[src/rtl/arb_ingress_queue_if.sv]
// Handshake bundle for arb_ingress_queue: per-requester push side, arbiter req/gnt pair,
// and the single registered output stage.
interface arb_ingress_queue_if #(
    parameter int NUM_REQ    = 4,
    parameter int DATA_WIDTH = 8,
    parameter int PTR_WIDTH  = $clog2(NUM_REQ)
);
    logic [NUM_REQ-1:0]            in_valid;
    logic [NUM_REQ*DATA_WIDTH-1:0] in_data;
    logic [NUM_REQ-1:0]            in_ready;
    logic [NUM_REQ-1:0]            req;
    logic [NUM_REQ-1:0]            gnt;
    logic                          out_valid;
    logic [DATA_WIDTH-1:0]         out_data;
    logic [PTR_WIDTH-1:0]          out_src;
    logic                          out_ready;

    modport master (
        output in_valid, in_data, gnt, out_ready,
        input  in_ready, req, out_valid, out_data, out_src
    );

    modport slave (
        input  in_valid, in_data, gnt, out_ready,
        output in_ready, req, out_valid, out_data, out_src
    );
endinterface

[src/rtl/arb_ingress_queue.sv]
// Per-requester ingress FIFOs feeding a round-robin arbiter; winner lands in one output register.
// Latency 2 cycles push-to-out_valid; req is withheld while the output word is stalled.
module arb_ingress_queue #(
    parameter int NUM_REQ    = 4,
    parameter int DATA_WIDTH = 8,
    parameter int DEPTH      = 4,
    parameter int PTR_WIDTH  = $clog2(NUM_REQ)
) (
    input  logic               clk,
    input  logic               rst,
    arb_ingress_queue_if.slave bus
);
    localparam int AW = $clog2(DEPTH);
    localparam int CW = $clog2(DEPTH + 1);

    logic [DATA_WIDTH-1:0] mem_q  [NUM_REQ][DEPTH];
    logic [AW-1:0]         wptr_q [NUM_REQ];
    logic [AW-1:0]         wptr_d [NUM_REQ];
    logic [AW-1:0]         rptr_q [NUM_REQ];
    logic [AW-1:0]         rptr_d [NUM_REQ];
    logic [CW-1:0]         cnt_q  [NUM_REQ];
    logic [CW-1:0]         cnt_d  [NUM_REQ];

    logic                  out_valid_q, out_valid_d;
    logic [DATA_WIDTH-1:0] out_data_q,  out_data_d;
    logic [PTR_WIDTH-1:0]  out_src_q,   out_src_d;

    logic [NUM_REQ-1:0]    in_ready_c;
    logic [NUM_REQ-1:0]    req_c;
    logic [NUM_REQ-1:0]    push;
    logic [NUM_REQ-1:0]    pop;
    logic                  load_ok;

    // req is gated by output availability so every grant is a guaranteed transfer
    always_comb begin
        load_ok    = !out_valid_q || bus.out_ready;
        in_ready_c = '0;
        req_c      = '0;
        for (int i = 0; i < NUM_REQ; i++) begin
            in_ready_c[i] = !rst && (cnt_q[i] < CW'(DEPTH));
            req_c[i]      = !rst && (cnt_q[i] != '0) && load_ok;
        end
    end

    assign push = bus.in_valid & in_ready_c;
    assign pop  = bus.gnt & req_c;

    always_comb begin
        out_valid_d = out_valid_q;
        out_data_d  = out_data_q;
        out_src_d   = out_src_q;
        if (out_valid_q && bus.out_ready) begin
            out_valid_d = 1'b0;
        end
        for (int i = 0; i < NUM_REQ; i++) begin
            wptr_d[i] = wptr_q[i] + AW'(push[i]);
            rptr_d[i] = rptr_q[i] + AW'(pop[i]);
            cnt_d[i]  = cnt_q[i] + CW'(push[i]) - CW'(pop[i]);
            if (pop[i]) begin
                out_valid_d = 1'b1;
                out_data_d  = mem_q[i][rptr_q[i]];
                out_src_d   = PTR_WIDTH'(i);
            end
        end
    end

    always_ff @(posedge clk) begin
        if (rst) begin
            for (int i = 0; i < NUM_REQ; i++) begin
                wptr_q[i] <= '0;
                rptr_q[i] <= '0;
                cnt_q[i]  <= '0;
            end
            out_valid_q <= 1'b0;
            out_data_q  <= '0;
            out_src_q   <= '0;
        end else begin
            for (int i = 0; i < NUM_REQ; i++) begin
                wptr_q[i] <= wptr_d[i];
                rptr_q[i] <= rptr_d[i];
                cnt_q[i]  <= cnt_d[i];
            end
            out_valid_q <= out_valid_d;
            out_data_q  <= out_data_d;
            out_src_q   <= out_src_d;
        end
    end

    // Storage needs no reset: nothing is read until count says it was written
    always_ff @(posedge clk) begin
        for (int i = 0; i < NUM_REQ; i++) begin
            if (push[i]) begin
                mem_q[i][wptr_q[i]] <= bus.in_data[i*DATA_WIDTH +: DATA_WIDTH];
            end
        end
    end

    assign bus.in_ready  = in_ready_c;
    assign bus.req       = req_c;
    assign bus.out_valid = out_valid_q;
    assign bus.out_data  = out_data_q;
    assign bus.out_src   = out_src_q;

    gnt_onehot: assert property (@(posedge clk) disable iff (rst) $onehot0(bus.gnt));
    gnt_subset: assert property (@(posedge clk) disable iff (rst) (bus.gnt & ~bus.req) == '0);
endmodule

[src/flat_wrapper.sv]
// flat-port wrapper written by rule: the top's interface ports become plain ports
module arb_ingress_queue_flat 
#(
    parameter int NUM_REQ    = 4,
    parameter int DATA_WIDTH = 8,
    parameter int DEPTH      = 4,
    parameter int PTR_WIDTH  = $clog2(NUM_REQ)
)
  (clk, rst, bus_in_valid, bus_in_data, bus_gnt, bus_out_ready, bus_in_ready, bus_req, bus_out_valid, bus_out_data, bus_out_src);
  arb_ingress_queue_if #(.NUM_REQ(NUM_REQ), .DATA_WIDTH(DATA_WIDTH), .PTR_WIDTH(PTR_WIDTH)) bus_i ();
  input  logic clk;
  input  logic rst;
  input wire logic [$bits(bus_i.in_valid)-1:0] bus_in_valid;
  input wire logic [$bits(bus_i.in_data)-1:0] bus_in_data;
  input wire logic [$bits(bus_i.gnt)-1:0] bus_gnt;
  input wire logic [$bits(bus_i.out_ready)-1:0] bus_out_ready;
  output wire logic [$bits(bus_i.in_ready)-1:0] bus_in_ready;
  output wire logic [$bits(bus_i.req)-1:0] bus_req;
  output wire logic [$bits(bus_i.out_valid)-1:0] bus_out_valid;
  output wire logic [$bits(bus_i.out_data)-1:0] bus_out_data;
  output wire logic [$bits(bus_i.out_src)-1:0] bus_out_src;
  assign bus_i.in_valid = bus_in_valid;
  assign bus_i.in_data = bus_in_data;
  assign bus_i.gnt = bus_gnt;
  assign bus_i.out_ready = bus_out_ready;
  assign bus_in_ready = bus_i.in_ready;
  assign bus_req = bus_i.req;
  assign bus_out_valid = bus_i.out_valid;
  assign bus_out_data = bus_i.out_data;
  assign bus_out_src = bus_i.out_src;
  arb_ingress_queue #(.NUM_REQ(NUM_REQ), .DATA_WIDTH(DATA_WIDTH), .DEPTH(DEPTH), .PTR_WIDTH(PTR_WIDTH)) u_core (.clk(clk), .rst(rst), .bus(bus_i));
endmodule
[config.mk]
export PLATFORM = sky130hd
export DESIGN_NAME = arb_ingress_queue_flat
export DESIGN_NICKNAME = d
export VERILOG_FILES = /design/src/rtl/arb_ingress_queue_if.sv /design/src/rtl/arb_ingress_queue.sv /design/src/flat_wrapper.sv
export SDC_FILE = /design/constraint.sdc
export NUM_CORES = 1
export LEC_CHECK = 0
export ABC_AREA = 1
export CAP_MARGIN = 20
export CORE_ASPECT_RATIO = 0.75
export CORE_MARGIN = 2
export CORE_UTILIZATION = 40
export DETAILED_ROUTE_END_ITERATION = 16
export GPL_ROUTABILITY_DRIVEN = 0
export SYNTH_ARGS = -nofsm -noshare
export SYNTH_HDL_FRONTEND = slang
export SYNTH_SLANG_ARGS = --single-unit
[constraint.sdc]
create_clock -name clk -period 6.9 [get_ports clk]
set_input_delay 1.38 -clock clk [delete_from_list [all_inputs] [get_ports clk]]
set_output_delay 1.38 -clock clk [all_outputs]
set_load 0.01 [all_outputs]
Word-level counts from Yosys, hierarchy flattened

Memory sizes are Yosys's and may differ from the RTL's.
Cells that the tools add are included.

Output and inout bits: 19
Word-level logic and storage cells: 143
Memories kept: 4
Bits in writable memories: 156
Bits in registers: 11
Input port bits: 43

Reduce and logical (&&, ||, !) cells: 26
Bitwise operators: 22
$add $sub $neg: 16
Order comparisons: 16
Multiplexer cells: 56

Memory list:

| memory        | words | width | read ports | clocked after Yosys merged registers in | wr ports | RTL line                | RTL |
|---|---|---|---|---|---|---|---|
| u_core.mem_q  | 4     | 32    | 4          | 0                                       | 4        | arb_ingress_queue.sv:16 | `logic [DATA_WIDTH-1:0] mem_q [NUM_REQ][DEPTH];` |
| u_core.cnt_q  | 4     | 3     | 4          | 0                                       | 4        | arb_ingress_queue.sv:21 | `logic [CW-1:0] cnt_q [NUM_REQ];` |
| u_core.rptr_q | 4     | 2     | 4          | 0                                       | 4        | arb_ingress_queue.sv:19 | `logic [AW-1:0] rptr_q [NUM_REQ];` |
| u_core.wptr_q | 4     | 2     | 4          | 0                                       | 4        | arb_ingress_queue.sv:17 | `logic [AW-1:0] wptr_q [NUM_REQ];` |

Operators with widths:

| kind                                                      | count |
|---|---|
| 2-to-1 mux 32 bit                                         | 4 |
| 2-to-1 mux 8 bit                                          | 16 |
| binary-select mux 8 bit (select 2 bit)                    | 4 |
| demux 8 bit (select 2 bit)                                | 4 |
| greater-or-equal comparator 3 bit (second input constant) | 8 |
| 2-to-1 mux 2 bit                                          | 12 |
| inverter 2 -> 3 bit                                       | 8 |
| logical AND 1 bit                                         | 17 |
| adder 2 x 1 -> 2 bit                                      | 8 |
| adder 3 x 1 -> 3 bit                                      | 4 |
| < comparator 3 x 1 -> 1 bit (second input constant)       | 4 |
| < comparator 3 bit (second input constant)                | 4 |
| 2-to-1 mux 1 bit                                          | 12 |
| 2-to-1 mux 3 bit                                          | 4 |
| bitwise OR 1 bit                                          | 12 |
| nonzero test 3 bit                                        | 4 |
| subtractor 3 x 1 -> 3 bit                                 | 4 |
| bitwise AND 4 bit                                         | 2 |
| nonzero test 5 bit                                        | 1 |
| nonzero test 4 bit                                        | 1 |
| logical NOT 1 bit                                         | 2 |
| logical OR 1 bit                                          | 1 |

Longest topological paths before layout

Depth in word-level cells: 8
Depth in mapped cells: 13
Depth with buffers taken out: 12

Worst setup path before layout

Ideal clock, no wire load.

Path type: input-to-reg
Start: in rst
End: mem u_core.cnt_q[3][2] in the netlist's numbering
Stages on the path: 13
Library setup time: 0.071 ns
Path buffers: 2
Arrival: 3.336 ns
Path slack: 3.493 ns
Data required time: 6.829 ns
Cells stage by stage: buf_6 inv_4 nand2_1 a21oi_2 nand2_2 buf_2 inv_1 ha_1 inv_1 ha_1 fa_1 or2_2 a21oi_1

RTL lines:

| item        | RTL line                | RTL |
|---|---|---|
| from (decl) | flat_wrapper.sv:12      | `input logic rst;` |
| to (decl)   | arb_ingress_queue.sv:21 |  |

Worst setup path in the final report

Start: in rst
End: out bus_req[3]

Longest elaborated chain between the ends: 3

Ends and longest elaborated chain:

| item                            | RTL line                | RTL |
|---|---|---|
| logical NOT 1 bit               | arb_ingress_queue.sv:41 | `req_c[i] = !rst && (cnt_q[i] != '0) && load_ok;` |
| logical AND 1 bit (2 in series) | arb_ingress_queue.sv:41 |  |
| to (decl)                       | flat_wrapper.sv:18      | `output wire logic [$bits(bus_i.req)-1:0] bus_req;` |

No other way between the ends.

==> impl_metrics.yaml <==
route:
  wl_um: 15600
  wl_per_cell_um: 14.6
  vias_per_cell: 4.66
  drt_iter0_markers: 350
  firstDrtPassIters: 5
  drc: 0
  vias: 4973
  ant_nets: 0
timing:
  fmaxAchievable_ghz: 0.222
  final_hold_viol_count: 0
  finClkSkew_ns: 0.00477
  maxSlewViolCount: 0
  setup_tns_ns: 0
  setup_violations: 0
  rsz0062_at_grt: "false"
  fin_hold_ws_ns: 0.571
  finalCriticalPeriod_ns: 4.51
  fin_crit_sh_pct: 65.4
  max_slew_margin_pct: 46.6
  worstMarginPinSlew_ns: 0.794
cells_and_area:
  fillers: 1610
  fin_nets: 875
  synthToLayoutAreaGrowth_pct: 20.3
  postLayoutCoreUtil_pct: 49.7
  fin_cells: 1067
  layout-drive-gt1-share_pct: 7.39
  diodes: 0
logic_synthesis:
  syn_nets: 802
  synth.most_common_cell: "nand2_1"
  yosysSeqAreaShare_pct: 62.9
  ys_warn_count: 0
  synth_flop_cell: "edfxtp_1"
  syn_inst: 739
  avgSynthCellArea_um2: 9.96
  synth_edf_count: 128
  yosys-top-cells-count: "166 x nand2_1, 131 x inv_1, 128 x edfxtp_1"
  async_flop_share_pct: 0
  syn_area_um2: 7360
  yosysTopAreaCell: "edfxtp_1"
  synthTopCellsByArea: "edfxtp_1 52%, dfxtp_1 11%, nand2_1 8.5%, inv_1 6.7%, nand3_1 3.7%"
  synth_seq_cells: 167
  ys_types: 30
  yosysTopAreaCellShare_pct: 52.2
run_status:
  outcome: "complete, no violations"
floorplan:
  start_util_pct: 41.3
  die_h_um: 121
  io_pins: 62
  core_area_um2: 17800
  row_count: 42
  fp.dieW_um: 161
  die_area_um2: 19500
pwr:
  intPower_w: 0.00202
  combPwrFrac_pct: 23.4
  switching_share_pct: 29.6
  ir_worst_vdd_uv: 176
  clockPowerShare_pct: 32.3
  p_leak_nw: 3.73
  p_per_area_nw_per_um2: 324
  p_switching_w: 0.000849
  power.total_w: 0.00287
  power_frac_seq_pct: 44.3
grt:
  grt_max_degree: 22
  overflow: 0
  first_global_vias: 4888
  grt_use_total_pct: 17.0
  antenna_found_initial: 0
  grt_pass1_wl_um: 24900
clock_tree:
  clk_latency_ns: 0.42
  cts_tree: "built"
  clkSlewWorstSetupHoldPaths_ns: 0.06
  cts_max_level: 4
  numCtsBuffers: 17
  cts_sinks: 167
  cts_buffer_depth: 2
  cts-hold-fix-buffers: 0
  post_cts_resize_count: 0
  root_buffer: "clkbuf_16"
  post_cts_buffers: 0
worst_setup_path:
  end_kind: "output port"
  critPathRequiredTime_ns: 5.52
  path_cells: "clkdlybuf4s50_1 > buf_4 > inv_4 > nand2_1 > a21oi_2 > clkdlybuf4s50_1"
  arrival_ns: 3.13
  crit_buf_inv: 4
  cp_slowest_stage_delay_ns: 0.57
  crit_fanout: 21
  cp_common_cell: "clkdlybuf4s50_1"
  path_class: "in2out"
  crit_slowest_cell: "clkdlybuf4s50_1"
  cp_top_family: "buffers and inverters"
  crit_path_start_kind: "input pin"
job:
  maxCapViolCount: 0
placement:
  dp_hpwl_um: 10900
  io_buffers: 61
  dp_cells: 1035
worst_hold_path:
  hold_path.class: "reg2reg"
[kinds of logic (layout without fill, tap and decap cells)]
family                   count (synthesis)  after routing  share of synthesized area (%)
flip-flops                             167            167                           62.9
buffers and inverters                  158            244                           8.61
AO/OA/AOI/OAI                           61             61                           4.90
AND/OR/NAND/NOR                        320            320                           18.3
XOR/XNOR                                13             13                           1.55
adder cells (fa/ha/maj)                 20             20                           3.81
[final timing paths]
check                                           from                  end  slack, ns  cells past startpoint
worst min register to register   u_core.wptr_q[0][1]  u_core.wptr_q[0][1]       0.57                      2
worst max register to register  u_core.bus.out_valid   u_core.cnt_q[3][2]       4.21                     11
worst max-delay path                             rst           bus_req[3]       2.39                      6
worst min-delay path             u_core.wptr_q[0][1]  u_core.wptr_q[0][1]       0.57                      2
[layout make-up]
class | instances | area (um2) | share of cell area [%]
Clock buffer | 21 | 440 | 4.98
Clock inverter | 11 | 131 | 1.48
Inverter | 133 | 504 | 5.70
Multi-Input combinational cell | 414 | 2100 | 23.7
Sequential cell | 167 | 4620 | 52.3
Tap cell | 242 | 303 | 3.42
Timing Repair Buffer | 79 | 746 | 8.43
[power groups by stage]
stage               Clock, W  Combinational (W)  Sequential [W]
finish              0.000925           0.000672         0.00127
detailed placement         0           0.000671         0.00129
floorplan                  0           0.000456         0.00125
global route        0.000984           0.000764         0.00128
CTS                 0.000942           0.000677         0.00127
global placement           0           0.000653         0.00129
[state kept, by name, summed over array words and instances (netlist names)]
register / count
u_core.wptr_q: 8
u_core.bus.out_src: 2
u_core.rptr_q: 8
u_core.bus.out_data: 8
u_core.bus.out_valid: 1
u_core.cnt_q: 12
u_core.mem_q: 128
[per-layer routing]
metal | up-vias | share of wire [%] | track usage (%)
met4 | 0 | 1.2 | 6.36
met3 | 15 | 6.1 | 3.38
met2 | 134 | 46 | 26.6
met5 | - | 0 | 0
met1 | 2311 | 47 | 23.5
li1 | 2513 | - | -
[cell usage in the layout (no fill, tap or decap), types with 2 or more instances in the layout]
cell | Yosys | routed
o21bai_1 | 8 | 8
clkbuf_1 | 7 | 4
nand2_1 | 166 | 166
ha_1 | 16 | 16
xor2_1 | 5 | 5
or2_2 | 3 | 3
clkinv_1 | 0 | 3
a21oi_2 | 3 | 3
nor2_1 | 73 | 73
xnor2_1 | 8 | 8
dfxtp_1 | 39 | 39
nor3_1 | 16 | 16
edfxtp_1 | 128 | 128
o21ai_0 | 33 | 33
a31oi_1 | 2 | 2
nand3_1 | 55 | 55
bufinv_16 | 0 | 3
a21oi_1 | 10 | 10
clkdlybuf4s50_1 | 0 | 61
nor2_4 | 2 | 2
clkbuf_16 | 0 | 17
clkinvlp_4 | 0 | 2
inv_1 | 131 | 131
buf_4 | 0 | 18
inv_4 | 2 | 2
nand2_2 | 2 | 2
clkinv_2 | 0 | 3
fa_1 | 4 | 4
o21ai_2 | 2 | 2
[metrics by stage]
stage                     instance area (um2)  setup slack, ns
final                                    8850             2.39
after global routing                     8850             2.29
after CTS                                8850             2.38
after detailed placement                 8280             2.39
after global placement                   8270             2.40
after floorplan                          7360             3.49
[worst min-delay path: stages (launching register included)]
cell and delay, ns:
dfxtp_1 0.34, xnor2_1 0.16, nor2_1 0.04
No activity file was read; power rests on OpenSTA's default activity.
